## config.mk

```make
export PLATFORM = sky130hd
export DESIGN_NAME = uart_cmd_master
export DESIGN_NICKNAME = d
export VERILOG_FILES = /design/src/rtl/uart_service_pkg.sv /design/src/rtl/uart_rsp_watchdog.sv /design/src/rtl/uart_cmd_master.sv
export SDC_FILE = /design/constraint.sdc
export NUM_CORES = 1
export LEC_CHECK = 0
export BUFFER_PORTS_ARGS = -buffer_cell sky130_fd_sc_hd__buf_4
export CAP_MARGIN = 20
export CORE_UTILIZATION = 30
export CTS_BUF_LIST = sky130_fd_sc_hd__clkbuf_2
export DETAILED_ROUTE_END_ITERATION = 10
export GPL_ROUTABILITY_DRIVEN = 0
export PLACE_DENSITY_LB_ADDON = 0.08
export SETUP_SLACK_MARGIN = 0.5
export SKIP_LAST_GASP = 1
export SLEW_MARGIN = 20
export SYNTH_ARGS = -nofsm -noshare
export SYNTH_HDL_FRONTEND = slang
export SYNTH_HIERARCHICAL = 1
export SYNTH_SLANG_ARGS = --single-unit
```

## constraint.sdc

```tcl
create_clock -name clk -period 3.6 [get_ports clk]
set_input_delay 0.36 -clock clk [delete_from_list [all_inputs] [get_ports clk]]
set_output_delay 0.36 -clock clk [all_outputs]
set_load 0.01 [all_outputs]
```

## src/rtl/uart_service_pkg.sv

```systemverilog
// Shared definitions for the UART FIFO service protocol: command codes common to
// the host initiator and the service block, plus the initiator FSM encoding.
package uart_service_pkg;

  localparam logic [7:0] CMD_WRITE = 8'h30;
  localparam logic [7:0] CMD_READ  = 8'h31;

  localparam logic [2:0] ST_IDLE      = 3'd0;
  localparam logic [2:0] ST_SEND_CMD  = 3'd1;
  localparam logic [2:0] ST_WAIT_CMD  = 3'd2;
  localparam logic [2:0] ST_SEND_DATA = 3'd3;
  localparam logic [2:0] ST_WAIT_DATA = 3'd4;
  localparam logic [2:0] ST_WAIT_RSP  = 3'd5;

  typedef enum logic [2:0] {
    StIdle     = ST_IDLE,
    StSendCmd  = ST_SEND_CMD,
    StWaitCmd  = ST_WAIT_CMD,
    StSendData = ST_SEND_DATA,
    StWaitData = ST_WAIT_DATA,
    StWaitRsp  = ST_WAIT_RSP
  } cmd_state_e;

  function automatic logic [7:0] cmd_code(input logic is_write);
    return is_write ? CMD_WRITE : CMD_READ;
  endfunction

endpackage

```

## src/rtl/uart_rsp_watchdog.sv

```systemverilog
// Response watchdog for uart_cmd_master: counts cycles spent waiting for a read
// response and flags a timeout on the terminal cycle unless the byte arrives then.
module uart_rsp_watchdog #(
  parameter int unsigned TIMEOUT_CYCLES = 100000
) (
  input  logic clk,
  input  logic rst,
  input  logic clear,
  input  logic run,
  input  logic hit,
  output logic timeout
);

  localparam int unsigned CntW = $clog2(TIMEOUT_CYCLES + 1);
  localparam logic [CntW-1:0] LastCnt = CntW'(TIMEOUT_CYCLES - 1);

  logic [CntW-1:0] cnt_q, cnt_d;

  // A response on the terminal cycle takes precedence over the timeout.
  assign timeout = run && !hit && (cnt_q == LastCnt);

  always_comb begin
    cnt_d = cnt_q;
    if (clear) begin
      cnt_d = '0;
    end else if (run && (cnt_q != LastCnt)) begin
      cnt_d = cnt_q + 1'b1;
    end
  end

  always_ff @(posedge clk) begin
    if (!rst) begin
      cnt_q <= '0;
    end else begin
      cnt_q <= cnt_d;
    end
  end

endmodule

```

## src/rtl/uart_cmd_master.sv

```systemverilog
// Host-side command initiator for the UART FIFO service. Optional response
// watchdog enabled by defining UART_CMD_RESPONSE_TIMEOUT_EN.
module uart_cmd_master
  import uart_service_pkg::*;
#(
  parameter int unsigned TIMEOUT_CYCLES = 100000
) (
  input  logic       clk,
  input  logic       rst,
  input  logic       req_valid,
  output logic       req_ready,
  input  logic       req_write,
  input  logic [7:0] req_data,
  output logic       rsp_valid,
  output logic [7:0] rsp_data,
  output logic       rsp_err,
  output logic       tx_start,
  output logic [7:0] tx_symbol,
  input  logic       tx_done,
  input  logic [7:0] rx_symbol,
  input  logic       rx_valid,
  output logic       rx_stray
);

  cmd_state_e state_q, state_d;

  logic       req_write_q, req_write_d;
  logic [7:0] req_data_q, req_data_d;
  logic [7:0] tx_symbol_q, tx_symbol_d;
  logic       rsp_valid_q, rsp_valid_d;
  logic [7:0] rsp_data_q, rsp_data_d;
  logic       rsp_err_q, rsp_err_d;
  logic       rx_stray_q, rx_stray_d;
  logic       rsp_take;
  logic       rsp_timeout;

  always_comb begin
    state_d     = state_q;
    req_write_d = req_write_q;
    req_data_d  = req_data_q;
    tx_symbol_d = tx_symbol_q;
    rsp_valid_d = 1'b0;
    rsp_data_d  = rsp_data_q;
    rsp_err_d   = rsp_err_q;
    rsp_take    = 1'b0;

    unique case (state_q)
      StIdle: begin
        if (req_valid) begin
          req_write_d = req_write;
          req_data_d  = req_data;
          tx_symbol_d = cmd_code(req_write);
          state_d     = StSendCmd;
        end
      end
      StSendCmd: begin
        state_d = StWaitCmd;
      end
      StWaitCmd: begin
        if (tx_done) begin
          if (req_write_q) begin
            tx_symbol_d = req_data_q;
            state_d     = StSendData;
          end else if (rx_valid) begin
            // Fast service: response landed in the same cycle the command finished.
            rsp_take = 1'b1;
            state_d  = StIdle;
          end else begin
            state_d = StWaitRsp;
          end
        end
      end
      StSendData: begin
        state_d = StWaitData;
      end
      StWaitData: begin
        if (tx_done) begin
          state_d = StIdle;
        end
      end
      StWaitRsp: begin
        if (rx_valid) begin
          rsp_take = 1'b1;
          state_d  = StIdle;
        end else if (rsp_timeout) begin
          rsp_valid_d = 1'b1;
          rsp_data_d  = 8'h00;
          rsp_err_d   = 1'b1;
          state_d     = StIdle;
        end
      end
      default: begin
        state_d = StIdle;
      end
    endcase

    if (rsp_take) begin
      rsp_valid_d = 1'b1;
      rsp_data_d  = rx_symbol;
      rsp_err_d   = 1'b0;
    end
  end

  // Any received byte that is not consumed as a response is dropped and flagged.
  assign rx_stray_d = rx_valid && !rsp_take;

`ifdef UART_CMD_RESPONSE_TIMEOUT_EN
  logic wd_clear;
  logic wd_run;

  assign wd_clear = (state_d == StWaitRsp) && (state_q != StWaitRsp);
  assign wd_run   = (state_q == StWaitRsp);

  uart_rsp_watchdog #(
    .TIMEOUT_CYCLES(TIMEOUT_CYCLES)
  ) u_rsp_watchdog (
    .clk    (clk),
    .rst    (rst),
    .clear  (wd_clear),
    .run    (wd_run),
    .hit    (rx_valid),
    .timeout(rsp_timeout)
  );
`else
  assign rsp_timeout = 1'b0;
`endif

  always_ff @(posedge clk) begin
    if (!rst) begin
      state_q     <= StIdle;
      req_write_q <= 1'b0;
      req_data_q  <= 8'h00;
      tx_symbol_q <= 8'h00;
      rsp_valid_q <= 1'b0;
      rsp_data_q  <= 8'h00;
      rsp_err_q   <= 1'b0;
      rx_stray_q  <= 1'b0;
    end else begin
      state_q     <= state_d;
      req_write_q <= req_write_d;
      req_data_q  <= req_data_d;
      tx_symbol_q <= tx_symbol_d;
      rsp_valid_q <= rsp_valid_d;
      rsp_data_q  <= rsp_data_d;
      rsp_err_q   <= rsp_err_d;
      rx_stray_q  <= rx_stray_d;
    end
  end

  assign req_ready = (state_q == StIdle);
  assign tx_start  = (state_q == StSendCmd) || (state_q == StSendData);
  assign tx_symbol = tx_symbol_q;
  assign rsp_valid = rsp_valid_q;
  assign rsp_data  = rsp_data_q;
  assign rsp_err   = rsp_err_q;
  assign rx_stray  = rx_stray_q;

endmodule

```

==> key figures <==
Timing
  – Worst-Margin Slew: 0.710 ns
  – Final setup violating endpoints: 0
  – FMAX: 598 MHz
  – WHS: 0.188 ns
  – Max-Slew Margin vs Limit: 52.5%
  – Setup_tns: 0 ns
  – Ratio of final minimum period to clock period: 46.5%
  – Pins Over Slew Limit: 0
  – Final Hold Vio Count: 0
  – Final Worst Setup Slack: 1.93 ns
  – Clk_skew: 0.0149 ns
  – Final Critical Period: 1.67 ns
  – RSZ-0062 raised after global routing: no

Cells and area
  – Most frequent cells in the layout: 41 x buf_4, 40 x nand2_1, 30 x dfxtp_1
  – Final Core Density: 39.9%
  – Fin nets: 210
  – Finished Cell Area: 1620 um2
  – Antenna Cells: 0
  – Synth-to-layout area growth: 26.4%
  – Commonest non-fill, non-tap cell in the layout: buf_4
  – Layout cells sized above 1: 29.6%
  – Final non-filler cell total: 239

Clock tree
  – Worst-Skew Late Latency: 0.37 ns
  – CTS Hold Bufs: 0
  – CTS Buffer Depth: 2
  – Num CTS Buffers: 5
  – Root buf cell: clkbuf_2
  – TritonCTS clock tree: done
  – Post-CTS setup buffers: 0
  – CTS Sinks: 30
  – CTS clk-pin slew, worst paths: 0.15 ns
  – H-tree lvl count: 2
  – Cts repair resizes: 0

Run
  – MaxCap Viol Count: 0

Placed design
  – Dpl cells: 231
  – DP Area: 1580 um2
  – Setup WS pre-CTS: 1.93 ns
  – DPL Wire Length: 1960 um
  – Port Buffers: 41

Synth
  – Mapped Area: 1280 um2
  – Yosys warning count: 6
  – Post-synth cell types: 30
  – Number of synthesized flops with an enable pin: 0
  – FFs w/ async S/R, synth: 0%
  – Mapped Nets: 173
  – Register area share after synthesis: 46.9%
  – Flops & latches, synth: 30
  – Cells after synthesis: 151
  – Synth Area per Inst: 8.48 um2
  – Main synth FF type: dfxtp_1

Power
  – P_leak: 0.663 nW
  – PwrDens: 545 nW/um2
  – Worst vdd ir: 0.000197 V
  – Power, Total: 0.882 mW

Floorplanning
  – CORE AREA: 4060 um2
  – Die Y: 67.4 um
  – Die Area: 4540 um2
  – Row count: 23
  – Ports: 43
  – Die X: 67.4 um
  – Initial Util: 31.6%

Global route
  – All-Layer GR Usage: 14.0%
  – First-pass GRT wire length: 4510 um
  – Vias in the first global route: 996
  – Largest net degree at the start of global routing: 47
  – Initial antenna violation count: 0
  – Gr ovfl total: 0

Critical path
  – CP required: 3.90 ns
  – Reg-to-Reg End: rsp_data[5]
  – CP Capture Type: register
  – Worst path arrival time: 1.98 ns
  – Kind of critical path: register to register
  – Worst R2R Start: state_q[0]
  – Critical-path maximum fanout: 18
  – Setup slack, reg-to-reg: 1.93 ns
  – Setup crit start kind: register
  – Worst reg2reg path depth: 4

Worst hold path
  – Hold_sp: rx_symbol[6]
  – Worst hold path class: primary input to register
  – Hold Path Cell Cnt: 3
  – Hold Crit Endpoint: rsp_data[6]

Route
  – Drc violations: 0
  – DRT iter0 DRCs: 38
  – Detail Route Antenna Nets: 0
  – WL final: 2790 um
  – Detailed-route via count: 1,130
  – Drt first pass iters: 4
  – DR WL/cell: 11.7 um
  – Vias per cell: 4.73

Outcome
  – Status: finished clean
==> synth_stat cells (2+ instances only) <==
master | number | area share, %
buf_2 | 3 | 1.2
a21boi_0 | 9 | 5.3
buf_6 | 3 | 2.6
o21ai_0 | 15 | 5.9
nand4_1 | 5 | 2.4
dfxtp_1 | 30 | 47
nor2_1 | 4 | 1.2
nand3_1 | 10 | 3.9
o211a_1 | 2 | 1.6
nor3b_1 | 2 | 1.2
clkbuf_1 | 4 | 1.2
nor3_1 | 2 | 0.78
mux2i_1 | 2 | 1.6
nand2_1 | 40 | 12
inv_1 | 2 | 0.59
o211ai_1 | 4 | 2.3
==> power by group <==
group	internal (mW)	total (mW)	switching (mW)
Sequential	0.385	0.442	0.0569
Clock	0.0477	0.164	0.116
Combinational	0.128	0.276	0.148
Total	0.561	0.882	0.321
==> metal layers <==
layer	wire length, um	GRT usage, %	share of wire, %
met4	70	7.18	2.5
met3	212	6.76	7.6
met5	0	0	0
met1	1270	16.5	46
met2	1240	20.9	44
==> state kept, by name (all words and copies together), names as in the netlist <==
name / count
req_data_q: 8
req_write_q: 1
rsp_data: 8
rsp_valid: 1
rx_stray: 1
state_q: 3
tx_symbol: 8
==> cell families (layout without fill, tap and decap cells) <==
group / Yosys count / in the layout / share of synthesized area (%)
AO/OA/AOI/OAI: 35 / 35 / 18.8
buffers and inverters: 13 / 51 / 6.15
flip-flops: 30 / 30 / 46.9
multiplexers: 2 / 2 / 1.56
other: 1 / 1 / 0.293
AND/OR/NAND/NOR: 70 / 70 / 26.3
==> cell type report <==
class                   count  area, um2
inverters                   2       7.51
repair buffers             41        308
multi-input cells         108        602
clock inverters             2       8.76
clock buffers               6       30.0
flip-flops and latches     30        601
fillers                   425       2440
well taps                  50       62.6
==> worst max-delay path by stage <==
stage	endpoint	start	cells after the start	slack [ns]
global route	tx_symbol[0]	state_q[0]	4	1.74
detailed placement	rsp_data[5]	state_q[0]	3	1.93
CTS	rsp_data[5]	state_q[2]	4	1.91
global placement	rsp_data[4]	rx_valid	4	1.96
floorplan	rsp_data[0]	state_q[2]	5	2.10
finish	rsp_data[5]	state_q[0]	4	1.93
==> critical path, stage by stage (launching register included) <==
cell and delay [ns]:
dfxtp_1 0.46, or4b_4 0.54, o21ai_4 0.38, nand3_1 0.13, o21ai_0 0.10
No activity file was read; power rests on OpenSTA's default activity.
